**src/rtl/pattern_scan_arb.sv**
```systemverilog
// pattern_scan_arb: two-requester round-robin scheduler sharing one serial
// Moore "10110" overlapping detector. Each requester keeps its own saved
// detector context, so a pattern that spans two words of the same stream is
// still found. Other requesters' traffic does not affect that saved context.
module pattern_scan_arb #(
   parameter int WIDTH = 8,
   parameter int CNT_W = 8
) (
   input  logic             clk,
   input  logic             rst,
   input  logic             req0_valid,
   input  logic [WIDTH-1:0] req0_data,
   output logic             req0_ready,
   input  logic             req1_valid,
   input  logic [WIDTH-1:0] req1_data,
   output logic             req1_ready,
   input  logic             clr,
   output logic             busy,
   output logic             grant_id,
   output logic             det_bit,
   output logic             det_match,
   output logic             done_valid,
   output logic             done_id,
   output logic [CNT_W-1:0] done_hits,
   output logic [CNT_W-1:0] match_cnt0,
   output logic [CNT_W-1:0] match_cnt1
);

   localparam int BIT_W = (WIDTH > 1) ? $clog2(WIDTH) : 1;
   localparam logic [BIT_W-1:0] LAST_BIT = BIT_W'(WIDTH - 1);
   localparam logic [CNT_W-1:0] CNT_MAX  = '1;

   typedef enum logic [1:0] {
      CTRL_IDLE,
      CTRL_SHIFT,
      CTRL_DONE
   } ctrl_t;

   // S5 means "10110" has just been seen.
   typedef enum logic [2:0] {
      S0,
      S1,
      S2,
      S3,
      S4,
      S5
   } det_t;

   // Detector transition table. S5 on input 1 goes to S3, which keeps the
   // overlapping "10" tail alive for the next match.
   function automatic det_t det_next(input det_t cur, input logic b);
      det_t nxt;
      nxt = S0;
      case (cur)
         S0:      nxt = b ? S1 : S0;
         S1:      nxt = b ? S1 : S2;
         S2:      nxt = b ? S3 : S0;
         S3:      nxt = b ? S4 : S2;
         S4:      nxt = b ? S1 : S5;
         S5:      nxt = b ? S3 : S0;
         default: nxt = S0;
      endcase
      return nxt;
   endfunction

   ctrl_t            ctrl_q, ctrl_d;
   det_t             det_q, det_d;
   det_t             ctx0_q, ctx0_d;
   det_t             ctx1_q, ctx1_d;
   logic [WIDTH-1:0] word_q, word_d;
   logic [BIT_W-1:0] bit_idx_q, bit_idx_d;
   logic [CNT_W-1:0] hits_q, hits_d;
   logic             grant_id_q, grant_id_d;
   logic             last_grant_q, last_grant_d;
   logic [CNT_W-1:0] match_cnt0_q, match_cnt0_d;
   logic [CNT_W-1:0] match_cnt1_q, match_cnt1_d;

   logic             winner;
   logic             accept;
   det_t             det_step;
   logic [CNT_W:0]   total_sum;
   logic [CNT_W-1:0] total_sat;

   // Round-robin pick: with both requesters valid, the one not served last
   // wins; a lone valid requester always wins.
   always_comb begin
      winner = 1'b0;
      if (req0_valid && req1_valid) begin
         winner = ~last_grant_q;
      end else if (req1_valid) begin
         winner = 1'b1;
      end else begin
         winner = 1'b0;
      end
   end

   // Handshake is only offered in IDLE and never while a clear is pending.
   assign accept     = (ctrl_q == CTRL_IDLE) && !clr && (req0_valid || req1_valid);
   assign req0_ready = accept && !winner;
   assign req1_ready = accept && winner;

   // Saturating add of this word's hits into the granted requester's total.
   always_comb begin
      total_sum = '0;
      total_sat = '0;
      if (grant_id_q) begin
         total_sum = {1'b0, match_cnt1_q} + {1'b0, hits_q};
      end else begin
         total_sum = {1'b0, match_cnt0_q} + {1'b0, hits_q};
      end
      total_sat = total_sum[CNT_W] ? CNT_MAX : total_sum[CNT_W-1:0];
   end

   // Control FSM, detector stepping, context save/restore and counters.
   always_comb begin
      ctrl_d       = ctrl_q;
      det_d        = det_q;
      ctx0_d       = ctx0_q;
      ctx1_d       = ctx1_q;
      word_d       = word_q;
      bit_idx_d    = bit_idx_q;
      hits_d       = hits_q;
      grant_id_d   = grant_id_q;
      last_grant_d = last_grant_q;
      match_cnt0_d = match_cnt0_q;
      match_cnt1_d = match_cnt1_q;
      det_step     = det_next(det_q, word_q[WIDTH-1]);

      if (clr) begin
         ctrl_d       = CTRL_IDLE;
         det_d        = S0;
         ctx0_d       = S0;
         ctx1_d       = S0;
         word_d       = '0;
         bit_idx_d    = '0;
         hits_d       = '0;
         grant_id_d   = 1'b0;
         last_grant_d = 1'b1;
         match_cnt0_d = '0;
         match_cnt1_d = '0;
      end else begin
         case (ctrl_q)
            CTRL_IDLE: begin
               if (accept) begin
                  word_d       = winner ? req1_data : req0_data;
                  grant_id_d   = winner;
                  last_grant_d = winner;
                  det_d        = winner ? ctx1_q : ctx0_q;
                  hits_d       = '0;
                  bit_idx_d    = '0;
                  ctrl_d       = CTRL_SHIFT;
               end
            end
            CTRL_SHIFT: begin
               det_d     = det_step;
               word_d    = {word_q[WIDTH-2:0], 1'b0};
               bit_idx_d = bit_idx_q + BIT_W'(1);
               if ((det_step == S5) && (hits_q != CNT_MAX)) begin
                  hits_d = hits_q + CNT_W'(1);
               end
               if (bit_idx_q == LAST_BIT) begin
                  ctrl_d = CTRL_DONE;
               end
            end
            CTRL_DONE: begin
               if (grant_id_q) begin
                  ctx1_d       = det_q;
                  match_cnt1_d = total_sat;
               end else begin
                  ctx0_d       = det_q;
                  match_cnt0_d = total_sat;
               end
               ctrl_d = CTRL_IDLE;
            end
            default: begin
               ctrl_d = CTRL_IDLE;
            end
         endcase
      end
   end

   // State registers with asynchronous active-low reset.
   always_ff @(posedge clk or negedge rst) begin
      if (!rst) begin
         ctrl_q       <= CTRL_IDLE;
         det_q        <= S0;
         ctx0_q       <= S0;
         ctx1_q       <= S0;
         word_q       <= '0;
         bit_idx_q    <= '0;
         hits_q       <= '0;
         grant_id_q   <= 1'b0;
         last_grant_q <= 1'b1;
         match_cnt0_q <= '0;
         match_cnt1_q <= '0;
      end else begin
         ctrl_q       <= ctrl_d;
         det_q        <= det_d;
         ctx0_q       <= ctx0_d;
         ctx1_q       <= ctx1_d;
         word_q       <= word_d;
         bit_idx_q    <= bit_idx_d;
         hits_q       <= hits_d;
         grant_id_q   <= grant_id_d;
         last_grant_q <= last_grant_d;
         match_cnt0_q <= match_cnt0_d;
         match_cnt1_q <= match_cnt1_d;
      end
   end

   assign busy       = (ctrl_q != CTRL_IDLE);
   assign grant_id   = grant_id_q;
   assign det_bit    = (ctrl_q == CTRL_SHIFT) && word_q[WIDTH-1];
   assign det_match  = (det_q == S5);
   assign done_valid = (ctrl_q == CTRL_DONE) && !clr;
   assign done_id    = grant_id_q;
   assign done_hits  = hits_q;
   assign match_cnt0 = match_cnt0_q;
   assign match_cnt1 = match_cnt1_q;

endmodule

```
**config.mk**
```make
export PLATFORM = sky130hd
export DESIGN_NAME = pattern_scan_arb
export DESIGN_NICKNAME = d
export VERILOG_FILES = /design/src/rtl/pattern_scan_arb.sv
export SDC_FILE = /design/constraint.sdc
export NUM_CORES = 1
export LEC_CHECK = 0
export ABC_AREA = 1
export BUFFER_PORTS_ARGS = -buffer_cell sky130_fd_sc_hd__buf_2
export CAP_MARGIN = 20
export CORE_AREA = 10 10 77 112
export CTS_CLUSTER_DIAMETER = 80
export CTS_CLUSTER_SIZE = 25
export DETAILED_ROUTE_END_ITERATION = 6
export DIE_AREA = 0 0 87 122
export PLACE_DENSITY = 0.74
export SYNTH_ARGS = -nofsm -noshare
export SYNTH_HDL_FRONTEND = slang
export SYNTH_SLANG_ARGS = --single-unit
```
**constraint.sdc**
```tcl
create_clock -name clk -period 2.9 [get_ports clk]
set_input_delay 0.145 -clock clk [delete_from_list [all_inputs] [get_ports clk]]
set_output_delay 0.145 -clock clk [all_outputs]
set_load 0.02 [all_outputs]
```
==> flow_summary_export.csv <==
group,metric,value,unit
synth,synth_fa_ha_area_share,5.408,%
synth,yosysTopAreaCell,"dfrtp_1",
final_layout,areaGrowthSynthToFinish,14.51,%
final_layout,drive_gt1_share,18.10,%
synth,synth_area,0.002915,sq mm
clock_network,clkSinkCount,48,
floorplanning,rows,37,
timing,timing.hold.ws,0.1946,ns
synth,synth_cell_types,31,
synth,synth.area.mux_share,0,%
clock_network,path_clk_slew,0.09,ns
timing,setup_viol_count_final,0,
final_layout,layout.nets,485,
timing,clock_skew,0.01008,ns
synth,synthTopCellsByCount,"nand2_1 (131), nand3_1 (57), dfrtp_1 (47)",
synth,synth_seq_area_share,41.24,%
final_layout,fill_cells,660,
timing,fin_crit,2.582,ns
setup_path,critPathArrivalTime,2.78,ns
route,drcViolationCount,0,
floorplanning,core,0.006713,sq mm
synth,synthTopCellsByArea,"dfrtp_1 (40%), nand2_1 (17%), nand3_1 (9.8%)",
timing,tightest_slew,0.5397,ns
setup_path,rrSetupSlack,0.32,ns
route,ant_nets,0,
setup_path,required,3.09,ns
route,drt_first_pass_iters,5,
setup_path,cp-end-kind,"register",
global_route,grt.overflow.total,0,
global_route,grt_max_degree,49,
timing,max_freq,387.3,MHz
synth,yosys_warnings,0,
floorplanning,ioPinCount,53,
floorplanning,dieWidth,87,um
synth,synth_xor_area_share,0.6009,%
synth,synth.top_cell.area_share,40.34,%
timing,max_slew_margin,64.02,%
synth,ys.flop_type,"dfrtp_1",
power_and_ir_drop,ir_drop,0.0002773,V
outcome,status,"finished, final reports clean",
power_and_ir_drop,power.density,451.3,mW/mm^2
power_and_ir_drop,leakage,1.872,nW
timing,final_max_slew_viol_count,0,
clock_network,cts_max_level,2,
timing,finalHoldViolCount,0,
final_layout,fin_util,49.73,%
timing,rsz0062_at_grt,"no",
clock_network,cts_resized,0,
place,gp_congestion,0.8344,
setup_path,critPathKind,"register to register",
setup_path,crit_fanout,15,
final_layout,antenna_cells,0,
flow_run,cap_violations,0,
synth,ys_ff_latch,48,
synth,synth_edf_count,0,
route,via_count,2799,
setup_path,worst_setup_path_start_kind,"register",
floorplanning,fp.dieH,122,um
clock_network,cts_buffers,5,
global_route,grt_pass1_vias,2906,
synth,synth_top_family_by_area,"simple AND/OR/NAND/NOR gates",
synth,avgSynthCellArea,7.252,sq um
worst_hold_path,hold_class,"input port to register",
timing,period_share,89.03,%
clock_network,tritoncts,"built",
floorplanning,die-area,0.01061,sq mm
route,first_iter_violations,128,
clock_network,ctsLongestPathBuffers,2,
synth,yosysMostFrequentCell,"nand2_1",
place,placed_cell_area,0.003218,sq mm
synth,synth_nets,435,
global_route,antenna_found_initial,0,
clock_network,clockRootBuffer,"clkbuf_8",
route,viasPerCell,5.271,
route,totalWireLength,7.583,mm
clock_network,clock_latency,0.30,ns
place,dpl.hpwl,5.686,mm
route,wl_per_cell,14.28,um
global_route,grt_pass1_wl,12.94,mm
synth,synthSimpleGateAreaFrac,34.33,%
synth,async_flop_share,100.0,%
global_route,grt_util_all_layers,14.74,%
place,port_buffers,52,
synth,syn_inst,402,
final_layout,design_area,0.003338,sq mm
synth,synth_compound_area_share,10.34,%
timing,finalSetupTns,0,ns
floorplanning,start_util,43.43,%
## metrics by stage
step,total power [mW],setup WS [ns],instances
final,1.507,0.3182,531
after detailed placement,1.102,0.3252,521
after global placement,1.092,0.4131,521
after CTS,1.514,0.3098,529
after global routing,1.590,0.1313,531
after floorplan,0.9951,0.5724,402
## layer usage
layer / vias to the layer above / GRT usage, % / routed length, um
li1: 1405 / - / -
met2: 80 / 26.65 / 3964
met5: - / 0 / 0
met1: 1294 / 15.71 / 2973
met4: 0 / 6.606 / 216
met3: 20 / 3.206 / 428
## power by group
part	internal, mW	switching [mW]
registers	0.723	0.0443
logic	0.101	0.225
clock network	0.195	0.218
## cell usage in the layout (no fill, tap or decap)
cell type,count
inv_2,9
a22o_1,3
a21oi_1,4
nand2_4,1
nand4_1,5
nor3b_1,2
xnor2_1,1
inv_1,39
o21ai_0,19
a21oi_2,1
xor2_1,1
nand3_1,57
nand2_2,3
fa_1,1
nand3b_1,1
nor3_1,4
ha_1,11
o21ai_1,17
nor2_2,2
clkbuf_1,2
or2_2,2
nand3_2,2
buf_2,52
dlygate4sd3_1,1
dfstp_2,1
nor2_1,20
buf_12,1
clkbuf_8,6
a21oi_4,2
o211ai_1,2
dfrtp_1,47
nand2_1,131
o22ai_1,3
## flip-flops by register name (all words and copies together) (netlist names)
signal / flops
done_id: 1
match_cnt1: 8
done_hits: 8
ctx1_q: 3
bit_idx_q: 3
ctx0_q: 3
ctrl_q: 2
det_q: 3
match_cnt0: 8
word_q: 8
last_grant_q: 1
## critical path: stages, from the launching register on
cell and delay [ns]:
dfrtp_1 0.69, o21ai_0 0.18, ha_1 0.23, fa_1 0.43, nand3_1 0.11, nand3_1 0.12, a21oi_2 0.38, o21ai_1 0.17
nand3_1 0.11, nand2_1 0.05
## layout make-up
cell class | count | area (sq um) | share of cell area, %
tap | 78 | 97.59 | 2.924
sequential | 48 | 1202 | 36.02
inverter | 48 | 180.2 | 5.397
clock buffer | 8 | 90.09 | 2.699
timing repair buffer | 54 | 290.3 | 8.696
multi-input combinational | 295 | 1478 | 44.27
## path summary, 6_finish.rpt
| path | from | end | cells after the start |
|---|---|---|---|
| worst min register to register | ctx0_q[2]$_DFFE_PN0P_ | ctx0_q[2]$_DFFE_PN0P_ | 2 |
| min in group asynchronous | rst | det_q[1]$_DFFE_PN0P_ | 2 |
| max in group asynchronous | rst | last_grant_q$_DFFE_PN1P_ | 3 |
| worst min-delay path | req0_data[0] | word_q[0]$_DFFE_PN0P_ | 4 |
| worst max-delay path | done_id$_DFFE_PN0P_ | match_cnt0[2]$_DFFE_PN0P_ | 9 |
| worst max register to register | done_id$_DFFE_PN0P_ | match_cnt0[2]$_DFFE_PN0P_ | 9 |
## cell families after synthesis
family          count (synthesis)
simple gates                  230
buf+inv                        59
compound gates                 51
flops                          48
fa+ha+maj                      12
xor+xnor                        2
## what timing repair did
item,4_1_cts,5_1_grt
endpoints found under the hold margin,0,9
hold buffers,0,1
setup buffers,0,0
Note: power is estimated with default switching activity, not from simulation.
